<file path="src/rtl/scarv_cop_dispatch.sv">
// -----------------------------------------------------------------------------
// scarv_cop_dispatch
//
// CPU-side dispatch unit for the SCARV coprocessor interface. It accepts one
// decoded coprocessor instruction at a time from the host pipeline, issues it
// to the COP over the cpu_insn_req / cop_insn_ack handshake, collects the
// result over the cop_insn_rsp / cpu_insn_ack handshake and presents it to
// the host as a writeback record. A response watchdog can abort an
// instruction that never answers and report TIMEOUT_RESULT in its place.
//
// Parameters
//   TIMEOUT         cycles allowed in WAIT before abort (0 = no watchdog, <=255)
//   TIMEOUT_RESULT  wb_result code reported when the watchdog fires
//
// Ports
//   g_clk, g_resetn            clock, asynchronous active-low reset
//   issue_valid/issue_ready    host instruction handshake
//   issue_enc, issue_rs1       encoded instruction and RS1 operand
//   issue_abort                host cancels the in-flight instruction
//   wb_valid/wb_ready          writeback record handshake
//   wb_wen/addr/data/result    writeback record fields
//   cpu_insn_req/cop_insn_ack  instruction request to the COP
//   cpu_abort_req              one-cycle abort pulse to the COP
//   cpu_insn_enc, cpu_rs1      instruction and operand held for the COP
//   cop_wen/waddr/wdata/result COP result fields
//   cop_insn_rsp/cpu_insn_ack  COP result handshake
// -----------------------------------------------------------------------------
module scarv_cop_dispatch #(
  parameter int unsigned TIMEOUT        = 255,
  parameter logic [2:0]  TIMEOUT_RESULT = 3'b111
) (
  input  logic        g_clk,
  input  logic        g_resetn,
  input  logic        issue_valid,
  output logic        issue_ready,
  input  logic [31:0] issue_enc,
  input  logic [31:0] issue_rs1,
  input  logic        issue_abort,
  output logic        wb_valid,
  input  logic        wb_ready,
  output logic        wb_wen,
  output logic [4:0]  wb_addr,
  output logic [31:0] wb_data,
  output logic [2:0]  wb_result,
  output logic        cpu_insn_req,
  input  logic        cop_insn_ack,
  output logic        cpu_abort_req,
  output logic [31:0] cpu_insn_enc,
  output logic [31:0] cpu_rs1,
  input  logic        cop_wen,
  input  logic [4:0]  cop_waddr,
  input  logic [31:0] cop_wdata,
  input  logic [2:0]  cop_result,
  input  logic        cop_insn_rsp,
  output logic        cpu_insn_ack
);

  typedef enum logic [1:0] {
    S_IDLE = 2'd0,
    S_REQ  = 2'd1,
    S_WAIT = 2'd2,
    S_WB   = 2'd3
  } state_t;

  localparam logic       WD_EN   = (TIMEOUT != 0);
  // Counter value of the last WAIT cycle allowed before the watchdog fires.
  localparam logic [7:0] WD_LAST = WD_EN ? 8'(TIMEOUT - 1) : 8'd0;

  function automatic logic [7:0] sat_inc(input logic [7:0] v);
    return (v == 8'hFF) ? v : v + 8'd1;
  endfunction

  state_t      state_q, state_d;
  logic [7:0]  cnt_q, cnt_d;
  logic        req_q, req_d;
  logic        abort_q, abort_d;
  logic        wb_valid_q, wb_valid_d;
  logic [31:0] enc_q, enc_d;
  logic [31:0] rs1_q, rs1_d;
  logic        wb_wen_q, wb_wen_d;
  logic [4:0]  wb_addr_q, wb_addr_d;
  logic [31:0] wb_data_q, wb_data_d;
  logic [2:0]  wb_result_q, wb_result_d;

  logic accept;
  logic wd_fire;

  assign issue_ready  = (state_q == S_IDLE) || ((state_q == S_WB) && wb_ready);
  assign cpu_insn_ack = (state_q == S_WAIT);
  assign accept       = issue_valid && issue_ready;
  assign wd_fire      = WD_EN && (cnt_q == WD_LAST);

  always_comb begin
    state_d     = state_q;
    cnt_d       = cnt_q;
    abort_d     = 1'b0;
    enc_d       = enc_q;
    rs1_d       = rs1_q;
    wb_wen_d    = wb_wen_q;
    wb_addr_d   = wb_addr_q;
    wb_data_d   = wb_data_q;
    wb_result_d = wb_result_q;

    case (state_q)
      S_IDLE: begin
        if (accept) begin
          enc_d   = issue_enc;
          rs1_d   = issue_rs1;
          state_d = S_REQ;
        end
      end

      S_REQ: begin
        if (cop_insn_ack) begin
          // Once the COP has taken the instruction, cancelling needs an
          // explicit abort so that it never answers.
          if (issue_abort) begin
            abort_d = 1'b1;
            state_d = S_IDLE;
          end else begin
            cnt_d   = 8'd0;
            state_d = S_WAIT;
          end
        end else if (issue_abort) begin
          state_d = S_IDLE;
        end
      end

      S_WAIT: begin
        // A response always wins over a host abort or the watchdog.
        if (cop_insn_rsp) begin
          wb_wen_d    = cop_wen;
          wb_addr_d   = cop_waddr;
          wb_data_d   = cop_wdata;
          wb_result_d = cop_result;
          state_d     = S_WB;
        end else if (issue_abort) begin
          abort_d = 1'b1;
          state_d = S_IDLE;
        end else if (wd_fire) begin
          abort_d     = 1'b1;
          wb_wen_d    = 1'b0;
          wb_addr_d   = 5'd0;
          wb_data_d   = 32'd0;
          wb_result_d = TIMEOUT_RESULT;
          state_d     = S_WB;
        end else begin
          cnt_d = sat_inc(cnt_q);
        end
      end

      S_WB: begin
        if (wb_ready) begin
          if (accept) begin
            enc_d   = issue_enc;
            rs1_d   = issue_rs1;
            state_d = S_REQ;
          end else begin
            state_d = S_IDLE;
          end
        end
      end

      default: state_d = S_IDLE;
    endcase

    // Handshake outputs are registered copies of the next-state decode.
    req_d      = (state_d == S_REQ);
    wb_valid_d = (state_d == S_WB);
  end

  always_ff @(posedge g_clk or negedge g_resetn) begin
    if (!g_resetn) begin
      state_q     <= S_IDLE;
      cnt_q       <= 8'd0;
      req_q       <= 1'b0;
      abort_q     <= 1'b0;
      wb_valid_q  <= 1'b0;
      enc_q       <= 32'd0;
      rs1_q       <= 32'd0;
      wb_wen_q    <= 1'b0;
      wb_addr_q   <= 5'd0;
      wb_data_q   <= 32'd0;
      wb_result_q <= 3'd0;
    end else begin
      state_q     <= state_d;
      cnt_q       <= cnt_d;
      req_q       <= req_d;
      abort_q     <= abort_d;
      wb_valid_q  <= wb_valid_d;
      enc_q       <= enc_d;
      rs1_q       <= rs1_d;
      wb_wen_q    <= wb_wen_d;
      wb_addr_q   <= wb_addr_d;
      wb_data_q   <= wb_data_d;
      wb_result_q <= wb_result_d;
    end
  end

  assign cpu_insn_req  = req_q;
  assign cpu_abort_req = abort_q;
  assign cpu_insn_enc  = enc_q;
  assign cpu_rs1       = rs1_q;
  assign wb_valid      = wb_valid_q;
  assign wb_wen        = wb_wen_q;
  assign wb_addr       = wb_addr_q;
  assign wb_data       = wb_data_q;
  assign wb_result     = wb_result_q;

endmodule

</file>
<file path="config.mk">
export PLATFORM = sky130hd
export DESIGN_NAME = scarv_cop_dispatch
export DESIGN_NICKNAME = d
export VERILOG_FILES = /design/src/rtl/scarv_cop_dispatch.sv
export SDC_FILE = /design/constraint.sdc
export NUM_CORES = 1
export LEC_CHECK = 0
export BUFFER_PORTS_ARGS = -buffer_cell sky130_fd_sc_hd__buf_2
export CAP_MARGIN = 20
export CORE_MARGIN = 1.5
export CORE_UTILIZATION = 45
export DETAILED_ROUTE_END_ITERATION = 12
export PLACE_DENSITY = 0.76
export SKIP_LAST_GASP = 1
export SLEW_MARGIN = 0
export SYNTH_ARGS = -nofsm -noshare
export SYNTH_HDL_FRONTEND = slang
export SYNTH_SLANG_ARGS = --single-unit
</file>
<file path="constraint.sdc">
create_clock -name g_clk -period 2.7 [get_ports g_clk]
set_clock_uncertainty 0.2 [all_clocks]
set_input_delay 0.675 -clock g_clk [delete_from_list [all_inputs] [get_ports g_clk]]
set_output_delay 0.675 -clock g_clk [all_outputs]
set_load 0.02 [all_outputs]
</file>
==> run summary <==
Run status = completed
Initial antenna violation count = 0
Clk buf depth = 2
Syn nets = 436
I/O Pins = 222
Worst hold slack = 0.0259 ns
Mapped cell area = 0.00465 mm2
Synth Warn # = 0
Die area = 0.0109 mm2
TritonRoute pass-1 iters = 7
Final Setup Violations = 0
Gate Count Post-Synth = 317
Synth top area cells = dfrtp_1 (64%), mux2_1 (16%), a22o_1 (7.2%)
Hold Path Class = primary input to asynchronous set/reset pin
Largest net degree at the start of global routing = 119
Number of global-route vias before repair = 3599
R2R cell count = 7
Remaining DRCs = 0
Worst setup path class = register to output port
Setup TNS = 0 ns
Tightest Pin Transition = 0.640 ns
Post-DP HPWL = 8.12 mm
Dpl cells = 663
Cell row count = 36
Root Driver = clkbuf_8
H-tree Lvls = 4
GRT overflow = 0
Routed WL = 11.4 mm
Starting Density = 46.9%
Fin crit period = 2.56 ns
Diodes inserted = 0
Share of post-route cells with drive strength above 1 = 46.6%
Final #Nets = 668
Setup slack at placement = 0.396 ns
Area fraction of the dominant cell type after synthesis = 63.5%
Asr flop ratio synth = 100%
Element type at the critical path start = register
Routability congestion estimate = 0.838
CP endpoint kind = output port
Syn-to-layout area delta = 40.7%
VDD IR-drop max = 0.551 mV
Count leader, synth = dfrtp_1
Final Hold Viols = 0
Finished Layout Cells = 695
Total track usage = 21.7%
Leading cell types by count after synthesis = dfrtp_1 (118), mux2_1 (64), a22o_1 (38)
Post-synth EDFFs = 0
Post-synth top area cell = dfrtp_1
Power per cell area = 1360 mW/mm2
Die Height = 105 um
Post-route ant nets = 0
Vias per inst = 5.08
CTS tree = done
Top FF cell, synth = dfrtp_1
Port Buffer Count = 221
Final slew viol count = 0
Maxcap violations = 0
Clock transition at path regs = 0.06 ns
# hold bufs at CTS = 0
Largest fanout on the critical path = 8
Core area = 0.00991 mm2
First-pass GRT wire length = 18.3 mm
Clk_lat worst skew = 0.50 ns
FILL cells = 760
Final Cycle Share = 95.0%
Drt initial violations = 152
Avg WL per Cell = 16.4 um
Die width = 105 um
Final worst slack = 0.136 ns
Post-Syn Area per Cell = 14.7 um2
Max Clk Rate = 390 MHz
Register area share after synthesis = 63.5%
RSZ-0062 raised after global routing = false
Clock sink total = 118
Vias = 3528
Final core utilization = 66.0%
Yosys reg bits = 118
Leakage = 3.31 nW
Unique cell type count in the Yosys netlist = 39
Critical path arrival = 1.69 ns
Required time worst endpoint = 1.82 ns
Relative slew margins = 57.3%
TritonCTS Buffers = 17
-- critical path, stage by stage (launching register included) --
cell,delay [ns]
dfrtp_1,0.45
inv_1,0.16
ha_2,0.24
buf_4,0.17
buf_2,0.17
-- placed cells by master (no fill, tap or decap), drive strengths merged, types with 6 or more instances in the layout --
| cell type | count |
|---|---|
| buf | 228 |
| dfrtp | 118 |
| mux2 | 65 |
| a22o | 38 |
| clkbuf | 23 |
| nor2 | 8 |
| ha | 7 |
| inv | 6 |
| a21oi | 6 |
| o21ai | 6 |
-- per-layer routing --
metal / part of all wire, % / GRT usage [%] / vias up / wire (um)
li1: - / - / 1619 / -
met1: 41 / 25.3 / 1748 / 4630
met2: 51 / 36.6 / 144 / 5830
met3: 6.1 / 7.30 / 17 / 696
met4: 2.1 / 9.49 / 0 / 235
met5: 0 / 0 / - / 0
-- metrics by stage --
step / total power, W / cell area (um2)
final: 0.00891 / 6540
after CTS: 0.00902 / 6530
after floorplan: 0.00537 / 4650
after detailed placement: 0.00671 / 5940
after global placement: 0.00656 / 5940
after global routing: 0.00941 / 6540
-- final cells by class --
type / count / area, um2 / share of cell area [%]
Timing Repair Buffer: 228 / 1190 / 18.1
Sequential cell: 118 / 2950 / 45.2
Clock buffer: 23 / 447 / 6.83
Clock inverter: 9 / 150 / 2.30
Tap cell: 133 / 166 / 2.55
Inverter: 6 / 22.5 / 0.345
Multi-Input combinational cell: 178 / 1610 / 24.7
-- power by group --
group,internal (W),total [W],switching [W]
clock,0.00152,0.00225,0.000735
sequential,0.00261,0.00305,0.000439
combinational,0.00145,0.00361,0.00216
total,0.00558,0.00891,0.00333
-- cell families after synthesis --
kind of cell / count (synthesis) / synth area share (%)
DFF: 118 / 63.5
muxes: 66 / 16.0
AOI/OAI and AO/OA: 62 / 10.4
and+or+nand+nor: 37 / 4.90
buffers and inverters: 21 / 2.13
adders and majority gates: 7 / 1.88
xor gates and xnor gates: 6 / 1.13
-- flip-flops by register name, indices dropped and copies added, names as in the netlist --
signal	cells
cpu_insn_enc	32
cpu_rs1	32
wb_data	32
cnt_q	8
wb_addr	5
wb_result	3
state_q	2
cpu_abort_req	1
cpu_insn_req	1
wb_valid	1
wb_wen	1
-- path summary, 6_finish.rpt --
path	startpoint	to	slack [ns]
setup / recovery	state_q[0]	cpu_insn_ack	0.14
hold / removal	g_resetn	cpu_insn_enc[27]	0.03
setup reg to reg	state_q[0]	cnt_q[5]	0.43
hold reg to reg	cpu_insn_enc[28]	cpu_insn_enc[28]	0.28
max in group asynchronous	g_resetn	state_q[1]	1.76
min in group g_clk	issue_enc[4]	cpu_insn_enc[4]	0.19
-- repair_timing --
action | in CTS | in global routing
setup buffers | 0 | 0
endpoints found under the hold margin | 0 | 0
gates resized for setup | 0 | 1
endpoints found under the setup margin | 0 | 1
Note: power is estimated with default switching activity, not from simulation.
